$ cat config.mk
export PLATFORM = sky130hd
export DESIGN_NAME = led_matrix_scanner
export DESIGN_NICKNAME = d
export VERILOG_FILES = /design/src/rtl/led_matrix_pkg.sv /design/src/rtl/led_frame_buffer.sv /design/src/rtl/led_matrix_scanner.sv
export SDC_FILE = /design/constraint.sdc
export NUM_CORES = 1
export LEC_CHECK = 0
export CAP_MARGIN = 20
export CORE_MARGIN = 4
export CORE_UTILIZATION = 60
export DETAILED_ROUTE_END_ITERATION = 8
export PLACE_DENSITY = 0.85
export RECOVER_POWER = 50
export SLEW_MARGIN = 20
export SYNTH_ARGS = -nofsm -noshare
export SYNTH_HDL_FRONTEND = slang
export SYNTH_SLANG_ARGS = --single-unit
$ cat constraint.sdc
create_clock -name clk -period 4.9 [get_ports clk]
set_input_delay 0.49 -clock clk [delete_from_list [all_inputs] [get_ports clk]]
set_output_delay 0.49 -clock clk [all_outputs]
set_load 0.01 [all_outputs]
$ cat src/rtl/led_matrix_pkg.sv
// Shared constants and helpers for the LED matrix scanner.
// Cell (r, c) of a frame lives at bit r*COLS + c.
package led_matrix_pkg;

    localparam int DEFAULT_ROWS     = 8;
    localparam int DEFAULT_COLS     = 8;
    localparam int DEFAULT_DWELL    = 1024;
    localparam int DEFAULT_PWM_BITS = 4;

    localparam int ONEHOT_MAX = 64;

    function automatic logic [ONEHOT_MAX-1:0] onehot(
        input logic [31:0] idx
    );
        logic [ONEHOT_MAX-1:0] v;
        v = '0;
        if (idx < ONEHOT_MAX) begin
            v[idx[5:0]] = 1'b1;
        end
        return v;
    endfunction

    function automatic int unsigned cell_idx(
        input int unsigned r,
        input int unsigned c,
        input int unsigned ncols
    );
        return r * ncols + c;
    endfunction

endpackage

$ cat src/rtl/led_frame_buffer.sv
// Double-buffered frame store: a loaded frame waits in pending
// until the scanner requests a swap at a frame boundary.
module led_frame_buffer
    import led_matrix_pkg::*;
#(
    parameter int CELLS = DEFAULT_ROWS * DEFAULT_COLS
) (
    input  logic             clk,
    input  logic             rst,
    input  logic [CELLS-1:0] cells_in,
    input  logic             load_valid,
    output logic             load_ready,
    input  logic             swap_req,
    output logic [CELLS-1:0] active
);

    logic [CELLS-1:0] pending_q;
    logic [CELLS-1:0] pending_d;
    logic [CELLS-1:0] active_q;
    logic [CELLS-1:0] active_d;
    logic             pending_full_q;
    logic             pending_full_d;
    logic             take;

    assign load_ready = !pending_full_q;
    assign active     = active_q;

    // Ready is low while pending is full, so a load and a swap never collide.
    always_comb begin
        pending_d      = pending_q;
        active_d       = active_q;
        pending_full_d = pending_full_q;
        take           = load_valid && !pending_full_q;
        if (pending_full_q && swap_req) begin
            active_d       = pending_q;
            pending_full_d = 1'b0;
        end else if (take) begin
            pending_d      = cells_in;
            pending_full_d = 1'b1;
        end
    end

    always_ff @(posedge clk or negedge rst) begin
        if (!rst) begin
            pending_q      <= '0;
            active_q       <= '0;
            pending_full_q <= 1'b0;
        end else begin
            pending_q      <= pending_d;
            active_q       <= active_d;
            pending_full_q <= pending_full_d;
        end
    end

endmodule

$ cat src/rtl/led_matrix_scanner.sv
// Self-timed row scanner with per-row dwell, PWM brightness and a
// tear-free double-buffered frame.
module led_matrix_scanner
    import led_matrix_pkg::*;
#(
    parameter int ROWS         = DEFAULT_ROWS,
    parameter int COLS         = DEFAULT_COLS,
    parameter int DWELL_CYCLES = DEFAULT_DWELL,
    parameter int PWM_BITS     = DEFAULT_PWM_BITS
) (
    input  logic                 clk,
    input  logic                 rst,
    input  logic                 ena,
    input  logic [ROWS*COLS-1:0] cells_in,
    input  logic                 load_valid,
    output logic                 load_ready,
    input  logic [PWM_BITS-1:0]  brightness,
    output logic [ROWS-1:0]      rows,
    output logic [COLS-1:0]      cols,
    output logic                 frame_start
);

    localparam int RW = $clog2(ROWS);
    localparam int DW = $clog2(DWELL_CYCLES);
    localparam logic [RW-1:0] ROW_LAST   = RW'(ROWS - 1);
    localparam logic [DW-1:0] DWELL_LAST = DW'(DWELL_CYCLES - 1);

    logic [RW-1:0]         row_cnt_q;
    logic [RW-1:0]         row_cnt_d;
    logic [DW-1:0]         dwell_cnt_q;
    logic [DW-1:0]         dwell_cnt_d;
    logic [PWM_BITS-1:0]   pwm_cnt_q;
    logic [PWM_BITS-1:0]   pwm_cnt_d;
    logic [PWM_BITS-1:0]   bright_q;
    logic [PWM_BITS-1:0]   bright_d;
    logic [ROWS-1:0]       rows_q;
    logic [ROWS-1:0]       rows_d;
    logic [COLS-1:0]       cols_q;
    logic [COLS-1:0]       cols_d;
    logic                  frame_start_q;
    logic                  frame_start_d;

    logic                  row_last;
    logic                  dwell_last;
    logic                  row_first;
    logic                  swap_req;
    logic [PWM_BITS-1:0]   bright_eff;
    logic [COLS-1:0]       row_bits;
    logic [ONEHOT_MAX-1:0] row_oh;
    logic [ROWS*COLS-1:0]  active;

    led_frame_buffer #(
        .CELLS(ROWS * COLS)
    ) u_fb (
        .clk       (clk),
        .rst       (rst),
        .cells_in  (cells_in),
        .load_valid(load_valid),
        .load_ready(load_ready),
        .swap_req  (swap_req),
        .active    (active)
    );

    always_comb begin
        row_last   = (row_cnt_q == ROW_LAST);
        dwell_last = (dwell_cnt_q == DWELL_LAST);
        row_first  = (dwell_cnt_q == '0);
        swap_req   = !ena || (row_last && dwell_last);
    end

    always_comb begin
        row_cnt_d   = row_cnt_q;
        dwell_cnt_d = dwell_cnt_q;
        pwm_cnt_d   = pwm_cnt_q;
        bright_d    = bright_q;
        if (!ena) begin
            row_cnt_d   = '0;
            dwell_cnt_d = '0;
            pwm_cnt_d   = '0;
            bright_d    = '0;
        end else begin
            if (row_first) begin
                bright_d = brightness;
            end
            if (dwell_last) begin
                dwell_cnt_d = '0;
                pwm_cnt_d   = '0;
                row_cnt_d   = row_last ? '0 : row_cnt_q + RW'(1);
            end else begin
                dwell_cnt_d = dwell_cnt_q + DW'(1);
                pwm_cnt_d   = pwm_cnt_q + PWM_BITS'(1);
            end
        end
    end

    // The row's first cycle compares against the live input so a new
    // brightness is visible from the very start of the row.
    always_comb begin
        bright_eff = row_first ? brightness : bright_q;
        row_bits   = '0;
        for (int r = 0; r < ROWS; r++) begin
            if (row_cnt_q == RW'(r)) begin
                row_bits = active[r*COLS +: COLS];
            end
        end
        row_oh        = onehot(32'(row_cnt_q));
        rows_d        = ena ? row_oh[ROWS-1:0] : '0;
        cols_d        = (ena && (pwm_cnt_q < bright_eff)) ? row_bits : '0;
        frame_start_d = ena && (row_cnt_q == '0) && row_first;
    end

    always_ff @(posedge clk or negedge rst) begin
        if (!rst) begin
            row_cnt_q     <= '0;
            dwell_cnt_q   <= '0;
            pwm_cnt_q     <= '0;
            bright_q      <= '0;
            rows_q        <= '0;
            cols_q        <= '0;
            frame_start_q <= 1'b0;
        end else begin
            row_cnt_q     <= row_cnt_d;
            dwell_cnt_q   <= dwell_cnt_d;
            pwm_cnt_q     <= pwm_cnt_d;
            bright_q      <= bright_d;
            rows_q        <= rows_d;
            cols_q        <= cols_d;
            frame_start_q <= frame_start_d;
        end
    end

    assign rows        = rows_q;
    assign cols        = cols_q;
    assign frame_start = frame_start_q;

endmodule
Word level (Yosys, flattened, before mapping)
Cells that the tools add are included.
{ "op_classes": {"addsub": 3, "n_reduce_logical": 14, "n_lt_le_gt_ge": 3, "n_mux": 23, "bitwise": 1, "n_eq_ne": 9} }
{ "op_table": {"columns": ["op", "count"], "rows": [
  ["8-bit 2-to-1 mux", 10],
  ["10-bit 2-to-1 mux", 2],
  ["4-bit 2-to-1 mux", 4],
  ["3-bit equality test, second input constant", 4],
  ["10-bit by 1-bit adder with 10-bit output, second input constant", 1],
  ["10-bit equality test, second input constant", 1],
  ["10-bit logical NOT", 1],
  ["3-bit 2-to-1 mux", 3],
  ["1-bit logical AND", 7],
  ["3-bit by 7-bit < comparator with 1-bit output, second input constant", 1],
  ["3-bit by 2-bit equality test with 1-bit output, second input constant", 2],
  ["4-bit by 1-bit adder with 4-bit output, second input constant", 1],
  ["4-bit < comparator", 1],
  ["3-bit by 1-bit adder with 3-bit output, second input constant", 1],
  ["1-bit demux with 3-bit select", 1],
  ["3-bit by 1-bit equality test with 1-bit output, second input constant", 1],
  ["3-bit by 1-bit greater-or-equal comparator with 1-bit output, second input constant", 1],
  ["3-bit logical NOT", 1],
  ["1-bit 2-to-1 mux", 3],
  ["1-bit logical NOT", 2],
  ["2-bit by 1-bit != test with 1-bit output, second input constant", 1],
  ["2-bit AND reduction", 1],
  ["2-bit nonzero test", 1],
  ["1-bit logical OR", 1],
  ["1-bit NOT", 1]
]} }
{ "totals": {"out_inout_bits": 18, "reg_bits": 167} }

Logic depth before layout (Yosys ltp)
Gate-level depths: netlist of the first run.
{ "depth": {"word_depth": 10, "depth_mapped": 10, "depth_no_buf": 10} }

By module
From an unflattened synthesis of the first run, not the netlist that was laid out.
{ "hier_totals": {"cells_unflattened": 519, "hier_area_um2": 7175.6} }
{ "modules_own_cells": {"columns": ["mod", "area_per_inst_um2", "instances", "cells_each"], "rows": [
  ["led_frame_buffer", 4833.4, 1, 274],
  ["led_matrix_scanner", 2342.2, 1, 245]
]} }

Least setup slack after synthesis of the first run
OpenSTA, ideal clock, no wires.
{ "synth_timing": {"kind": "flip-flop to flip-flop", "startpoint": "register dwell_cnt_q[4]", "endpoint": "register cols_q[0] (netlist: cols[0])", "arrival_ns": 2.207, "slack_ns": 2.534, "path_stages_with_launch": 8, "required_time_ns": 4.741, "setup_time_ns": 0.159, "cell_sequence": "dfrtp_1 nor4_1 nand3_1 mux2i_1 ha_1 o211ai_1 o31ai_1 a2111oi_0"} }
{ "synth_between": {"elab_chain_cells": 5} }
{ "synth_rtl": {"columns": ["item", "line_no", "text"], "rows": [
  ["from (decl)", "led_matrix_scanner.sv:30", "logic [DW-1:0] dwell_cnt_q;"],
  ["from (signal assigned)", "led_matrix_scanner.sv:123", "dwell_cnt_q <= dwell_cnt_d;"],
  ["10-bit logical NOT", "led_matrix_scanner.sv:67", "row_first = (dwell_cnt_q == '0);"],
  ["4-bit 2-to-1 mux", null, null],
  ["4-bit < comparator", "led_matrix_scanner.sv:108", "cols_d = (ena && (pwm_cnt_q < bright_eff)) ? row_bits : '0;"],
  ["1-bit logical AND", "led_matrix_scanner.sv:108", null],
  ["8-bit 2-to-1 mux", "led_matrix_scanner.sv:108", null],
  ["net cols_d[0]", "led_matrix_scanner.sv:39", "logic [COLS-1:0] cols_d;"],
  ["to (signal assigned)", "led_matrix_scanner.sv:127", "cols_q <= cols_d;"],
  ["to (decl)", "led_matrix_scanner.sv:38", "logic [COLS-1:0] cols_q;"]
]} }
The timed path passes the listed nets, and every way through them passes these cells.
A chain may end at the register's enable or synchronous reset.

Worst setup path in the final report of the first run
{ "layout_timing": {"startpoint": "input load_valid", "endpoint": "register u_fb.pending_q[10]"} }
{ "layout_between": {"elab_chain_cells": 2} }
{ "layout_rtl": {"columns": ["item", "line_no", "text"], "rows": [
  ["from (decl)", "led_matrix_scanner.sv:15", "input logic load_valid,"],
  ["1-bit logical AND", "led_frame_buffer.sv:33", "take = load_valid && !pending_full_q;"],
  ["2-bit AND reduction (no line)", null, null],
  ["to (signal assigned)", "led_frame_buffer.sv:49", "pending_q <= pending_d;"],
  ["to (decl)", "led_frame_buffer.sv:17", "logic [CELLS-1:0] pending_q;"]
]} }
No other way between the ends.

==> key figures, run 1 <==
Finish
  • Ant. Diodes: 0
  • Share of layout cells above drive strength 1: 0.269
  • Layout Nets: slightly below 700
  • Area Growth Syn to Fin: 20.9%

Yosys
  • EDFF count, synth: 0
  • Synth warn: 0
  • Syn_nets: a little under 600
  • Syn Inst Count: approximately 500
  • #FFs+latches synth: 167
  • Seq/Total Area, Yosys: 0.575
  • Synth Cell Area: slightly above 7000 sq um
  • Synth top area share: 0.575
  • Ys flop type: dfrtp_1
  • Syn Area/Cell: 14.4 sq um
  • Ys async rst share: 1.00
  • Synth top area cells: dfrtp_1, mux2_4, mux2_2
  • Dominant cell type by area after synthesis: dfrtp_1
  • Post-synthesis cell type count: 44

STA
  • Worst Tran Pin Value: 2500 ps
  • Hold Violations, Final: 0
  • Slew headroom: -0.673
  • Period utilisation layout: 0.760
  • Slew Limit Fails: 75
  • Max Clock Freq: 268 MHz
  • Setup violations, final: 0
  • Final setup skew: around 7.4 ps
  • Fin crit period: ~3700 ps
  • Fin Setup TNS: 0 ps
  • RSZ-0062 raised after global routing: no

Job
  • Maxcap violations: 2

Power
  • Part of the power in registers: 0.483
  • Sw Ratio: 0.253
  • Total power: 4.21 mW
  • Pwr/cell area: 479 nW/um^2
  • P_leak: approximately 3.9 nW
  • Psw: around 1.1 mW
  • Worst vdd rail ir drop: approximately 0.00026 V
  • Internal power: around 3.1 mW
  • Clock share of power: 0.321
  • Comb pwr share: 0.196

GRT
  • Largest net degree at the start of global routing: slightly above 70
  • Gr usage total: 0.236
  • Vias in the first global route: ~4900
  • First-pass GRT wire length: around 26000 microns
  • Initial antenna violation count: 0
  • Total grt overflow: 0

Placed design
  • HPWL after DPL: 10300 microns
  • Port Buffer Count: 89
  • GPL Wtd Cong: about 0.82

Worst setup path
  • R2R Setup Slk: roughly 1400 ps
  • CP Max Fanout: 36
  • Worst Reg-to-Reg Cells: 3
  • R2r startpoint: u_fb.pending_full_q
  • Crit path DAT: 4030 ps
  • Worst setup EP type: flop
  • Startpoint Class: input port
  • Setup CP Type: input port to flop
  • R2r endpoint: u_fb.pending_q[10]
  • Req. time, crit path: ~5200 ps

Floorplanning
  • DIE AREA: between 10000 and 15000 sq um
  • Rows: 39
  • Core area: between 10000 and 15000 sq um
  • Die Y: ~120 microns
  • Chip Width: between 100 and 150 microns
  • Starting Density: 0.626
  • I/O Pins: 90

Route
  • Post-DRT Antenna Nets: 0
  • Routed WL: ~16000 microns
  • Wirelength per Cell: 21.0 microns
  • DR pass1 iterations: 5
  • Vias: 4565
  • DR iter-0 viols: between 400 and 500
  • Vias/cell: ~6.1
  • DRC viols: 0

CTS
  • Worst-Skew Late Latency: 420 ps
  • TritonCTS clock tree: done
  • CTS Buf Count: 17
  • CTS Sinks: between 150 and 200
  • CTS Root Cell: clkbuf_16
  • # H-tree levels: 4
  • Clock transition at path regs: 60 ps
  • Clock Path Buffers: 2
  • Post CTS Setup Buffer Count: 0

Hold path
  • Worst Hold Class: flop to flop
  • Hold path start: u_fb.pending_q[60]
  • Hold path cells: 1
  • Hold Path Sink: u_fb.active[60]

Run status
  • Outcome: finished with violations
  • Failing checks: max-capacitance violations, max-slew violations
[cells in the mapped netlist (all sizes together) (5+ instances only)]
| master | number |
|---|---|
| dfrtp | 167 |
| mux2 | 128 |
| nor2 | 26 |
| clkbuf | 16 |
| nand2 | 15 |
| a221oi | 14 |
| ha | 12 |
| buf | 10 |
| o21ai | 10 |
| nor2b | 9 |
| inv | 8 |
| o22ai | 8 |
| a2111oi | 7 |
| a221o | 7 |
| o21a | 7 |
| nand3 | 6 |
| xor2 | 6 |
| mux2i | 5 |
[logic make-up after synthesis]
family / count (synthesis) / share of synthesized area
AND/OR/NAND/NOR: 79 / 0.0555
XOR/XNOR: 10 / 0.0121
buffers and inverters: 35 / 0.0281
adder cells (fa/ha/maj): 12 / 0.0207
multiplexers: 133 / 0.236
AO/OA/AOI/OAI: 68 / 0.0722
flip-flops: 167 / 0.575
[worst max-delay path, cell delays in order]
cell and delay (ps):
dlygate4sd3_1 580, nor2b_1 1860, buf_4 650, mux2_2 400
[cells in the final DEF, fill, tap and decap left out, types with 3 or more instances in the layout]
master             n
dfrtp_1          167
clkdlybuf4s50_1   69
mux2_2            67
mux2_4            60
nor2_1            26
dlygate4sd3_1     20
clkbuf_16         17
nand2_1           15
a221oi_1          14
ha_1              12
o21ai_0           10
nor2b_1            9
inv_1              8
o22ai_1            7
a221o_1            7
o21a_1             7
a2111oi_0          7
nand3_1            6
xor2_1             6
mux2i_1            5
clkinv_2           5
xnor2_1            4
and3_1             4
nor3_1             4
a21oi_1            4
and4_1             3
and2_0             3
o211ai_1           3
clkbuf_8           3
bufinv_16          3
buf_4              3
[metrics by stage]
step	cell area, sq um	hold slack, ps	cells	setup slack, ps	util
after floorplan	7260	194	504	2530	-
after global placement	8200	416	714	1960	0.706
after detailed placement	8200	423	714	1810	0.706
after CTS	8810	504	745	1750	0.758
after global routing	8780	514	745	913	0.756
final	8780	496	745	1170	0.756
[flip-flops by register name, summed over array words and instances, names as in the netlist]
signal,flops
row_cnt_q,3
rows,8
pwm_cnt_q,4
cols,8
u_fb.pending_full_q,1
dwell_cnt_q,10
u_fb.pending_q,64
u_fb.active,64
frame_start,1
bright_q,4
[power groups by stage]
| stage | logic (mW) | registers (mW) | clock network, mW |
|---|---|---|---|
| after floorplan | 0.618 | 1.93 | 0 |
| after global placement | 0.786 | 2.03 | 0 |
| after detailed placement | 0.822 | 2.04 | 0 |
| after CTS | 0.838 | 2.03 | 1.36 |
| after global routing | 0.880 | 2.07 | 1.43 |
| final | 0.823 | 2.03 | 1.35 |
[worst max-delay path by stage]
stage / startpoint / to / slack, ps / cells past startpoint
after floorplan: dwell_cnt_q[4] / cols[0] / 2530 / 7
after global placement: ena / u_fb.active[17] / 1960 / 4
after detailed placement: dwell_cnt_q[4] / cols[3] / 1810 / 7
after CTS: dwell_cnt_q[3] / cols[3] / 1750 / 7
after global routing: load_valid / u_fb.pending_q[23] / 910 / 4
final: load_valid / u_fb.pending_q[10] / 1170 / 4
[layer usage]
layer | vias to the layer above | routed length [microns] | global-route usage
met1 | 2342 | 6650 | 0.314
met3 | 44 | 780 | 0.0567
met5 | - | 0 | 0
met2 | 174 | 7780 | 0.375
met4 | 0 | 457 | 0.0960
li1 | 2005 | - | -
[repair_timing]
item | 4_1_cts | 5_1_grt
hold buffers | 1 | 0
resized for setup | 0 | 0
endpoints found under the hold margin | 41 | 0
[area by class of cell]
cell class              instances  area (sq um)
clock inverters                 9           124
multi-input cells             302          2870
fillers                       709          2830
well taps                     143           179
flip-flops and latches        167          4180
clock buffers                  21           470
repair buffers                 94           928
inverters                       9          33.8
(Power assumes the default switching activity.)
==> inputs of run 2 (changes only) <==
--- a/config.mk
+++ b/config.mk
@@ -7,9 +7,9 @@
 export LEC_CHECK = 0
 export CAP_MARGIN = 20
 export CORE_MARGIN = 4
-export CORE_UTILIZATION = 60
+export CORE_UTILIZATION = 50
 export DETAILED_ROUTE_END_ITERATION = 8
-export PLACE_DENSITY = 0.85
+export PLACE_DENSITY = 0.76
 export RECOVER_POWER = 50
 export SLEW_MARGIN = 20
 export SYNTH_ARGS = -nofsm -noshare
==> constraint.sdc (replaced) <==
create_clock -name clk -period 3.14 [get_ports clk]
set_input_delay 0.314 -clock clk [delete_from_list [all_inputs] [get_ports clk]]
set_output_delay 0.314 -clock clk [all_outputs]
set_load 0.01 [all_outputs]
==> run 2 against run 1 <==
- the flow still finishes with violations (max-capacitance violations, max-slew violations)
- setup slack worse by 930 ps
- clock skew fell by 0.52 ps
- via count fell by 4.1%
- critical endpoint is now cols[2]
- register-to-register slack worse by 1200 ps
- global-route usage is 4.0 points lower
==> key figures, run 2 (synthesis gave the netlist of run 1 again) <==
GRT
  • Vias in the first global route: 4714
  • Initial antenna violation count: 0
  • Largest net degree at the start of global routing: 70
  • Gr usage total: 0.196
  • First-pass GRT wire length: between 20000 and 25000 microns
  • Total grt overflow: 0

Run status
  • Failing checks: max-capacitance violations, max-slew violations
  • Outcome: finished with violations

Route
  • DRC viols: 0
  • Routed WL: between 15000 and 20000 microns
  • DR pass1 iterations: 4
  • Vias/cell: 5.58
  • DR iter-0 viols: between 400 and 500
  • Wirelength per Cell: around 19 microns
  • Vias: approximately 4400
  • Post-DRT Antenna Nets: 0

CTS
  • CTS Root Cell: clkbuf_16
  • CTS Sinks: 167
  • Clock transition at path regs: 60 ps
  • TritonCTS clock tree: done
  • Clock Path Buffers: 2
  • Worst-Skew Late Latency: 420 ps
  • CTS Buf Count: 17
  • # H-tree levels: 4
  • Post CTS Setup Buffer Count: 0

Power
  • Total power: roughly 6.4 mW
  • Pwr/cell area: around 720 nW/um^2
  • P_leak: 3.83 nW
  • Worst vdd rail ir drop: just under 0.0005 V

STA
  • Hold Violations, Final: 0
  • Worst Tran Pin Value: ~1700 ps
  • Slew headroom: -0.159
  • Setup violations, final: 0
  • Period utilisation layout: 0.924
  • Fin Setup TNS: 0 ps
  • Slew Limit Fails: 69
  • Final setup skew: 6.91 ps
  • Fin crit period: between 2000 and 3000 ps
  • RSZ-0062 raised after global routing: no
  • Max Clock Freq: 345 MHz
  • Post-route worst setup slack: 239 ps

Floorplanning
  • Starting Density: 0.517
  • Chip Width: 129 microns
  • Die Y: roughly 130 microns
  • Core area: between 10000 and 15000 sq um
  • DIE AREA: roughly 17000 sq um
  • Rows: 43
  • I/O Pins: 90

Placed design
  • GPL Wtd Cong: about 0.85
  • Dpl ws: ~85 ps
  • Port Buffer Count: between 80 and 90
  • Post-placement cell area: between 8000 and 9000 sq um
  • HPWL after DPL: 10800 microns

Worst setup path
  • CP Max Fanout: 8
  • Crit path DAT: 3160 ps
  • CP Launch Point: dwell_cnt_q[4]
  • Setup CP Type: flop to flop
  • Startpoint Class: flop
  • R2r startpoint: dwell_cnt_q[4]
  • Worst setup EP type: flop
  • Req. time, crit path: ~3400 ps

Job
  • Maxcap violations: 1

Finish
  • Multi-input gate area: slightly below 3000 sq um
  • Util after Layout: 0.632
  • Layout Nets: 678
  • Finished Cell Area: 8880 sq um
  • Most common cell after layout, fill and taps aside: dfrtp_1
  • Filler cells: between 1000 and 1500
  • Commonest non-fill, non-tap cells in the layout: dfrtp_1, clkdlybuf4s50_1, mux2_2
  • Ant. Diodes: 0
  • Sequential Area: between 4000 and 5000 sq um
  • Share of layout cells above drive strength 1: 0.276
  • Area Growth Syn to Fin: 22.2%

Hold path
  • Hold path start: cells_in[62]
  • Worst Hold Class: input port to flop
run 2: changes by cell type in the layout (fill, tap and decap cells not counted), sizes merged:
cell           delta
buf               +2
bufinv            -2
clkbuf            +4
clkdlybuf4s50    +18
clkinv            -4
clkinvlp          +3
dlygate4sd3      -18
run 2: cell type report:
| type | instances | area share |
|---|---|---|
| timing repair buffer | 97 | 0.112 |
| inverter | 9 | 0.00380 |
| tap | 180 | 0.0254 |
| multi-input combinational | 302 | 0.326 |
| sequential | 167 | 0.471 |
| clock inverter | 6 | 0.00747 |
| clock buffer | 24 | 0.0554 |
run 2: what timing repair did:
action                     4_1_cts  5_1_grt
hold endpoints to repair        67        0
setup endpoints to repair        0        1
gates resized for setup          0        1
hold buffers                     1        0
run 2: final timing paths:
check / endpoint / slack (ps) / cells past startpoint
min in group asynchronous: rows[1] / 900 / 2
setup reg to reg: cols[2] / 240 / 8
setup / recovery: cols[2] / 240 / 8
max in group asynchronous: u_fb.pending_q[40] / 620 / 3
hold reg to reg: u_fb.active[41] / 500 / 1
hold / removal: u_fb.pending_q[62] / 500 / 2
run 2: metal layers:
metal	GRT usage	wire length, microns	vias to the layer above
li1	-	-	1996
met1	0.263	6950	2257
met2	0.314	7380	104
met3	0.0494	699	20
met4	0.0698	254	0
met5	0	0	-
run 2: report_power, final:
group          switching [mW]  internal, mW
logic                   0.406         0.887
registers               0.425          2.74
clock network           0.806          1.17
total                    1.64          4.79
run 2: stage by stage:
stage	cells	hold slack, ps
2_1_floorplan	504	18.4
3_3_place_gp	754	352
3_5_place_dp	754	365
4_1_cts	785	482
5_1_grt	785	491
6_report	785	501
run 2: worst max-delay path, cell delays in order (launching register included):
cell and delay, ps:
dfrtp_1 410, nor4_1 490, nand3_2 260, mux2i_1 280
ha_1 300, a21o_1 190, a21oi_1 170, o31ai_2 190
a2111oi_0 450
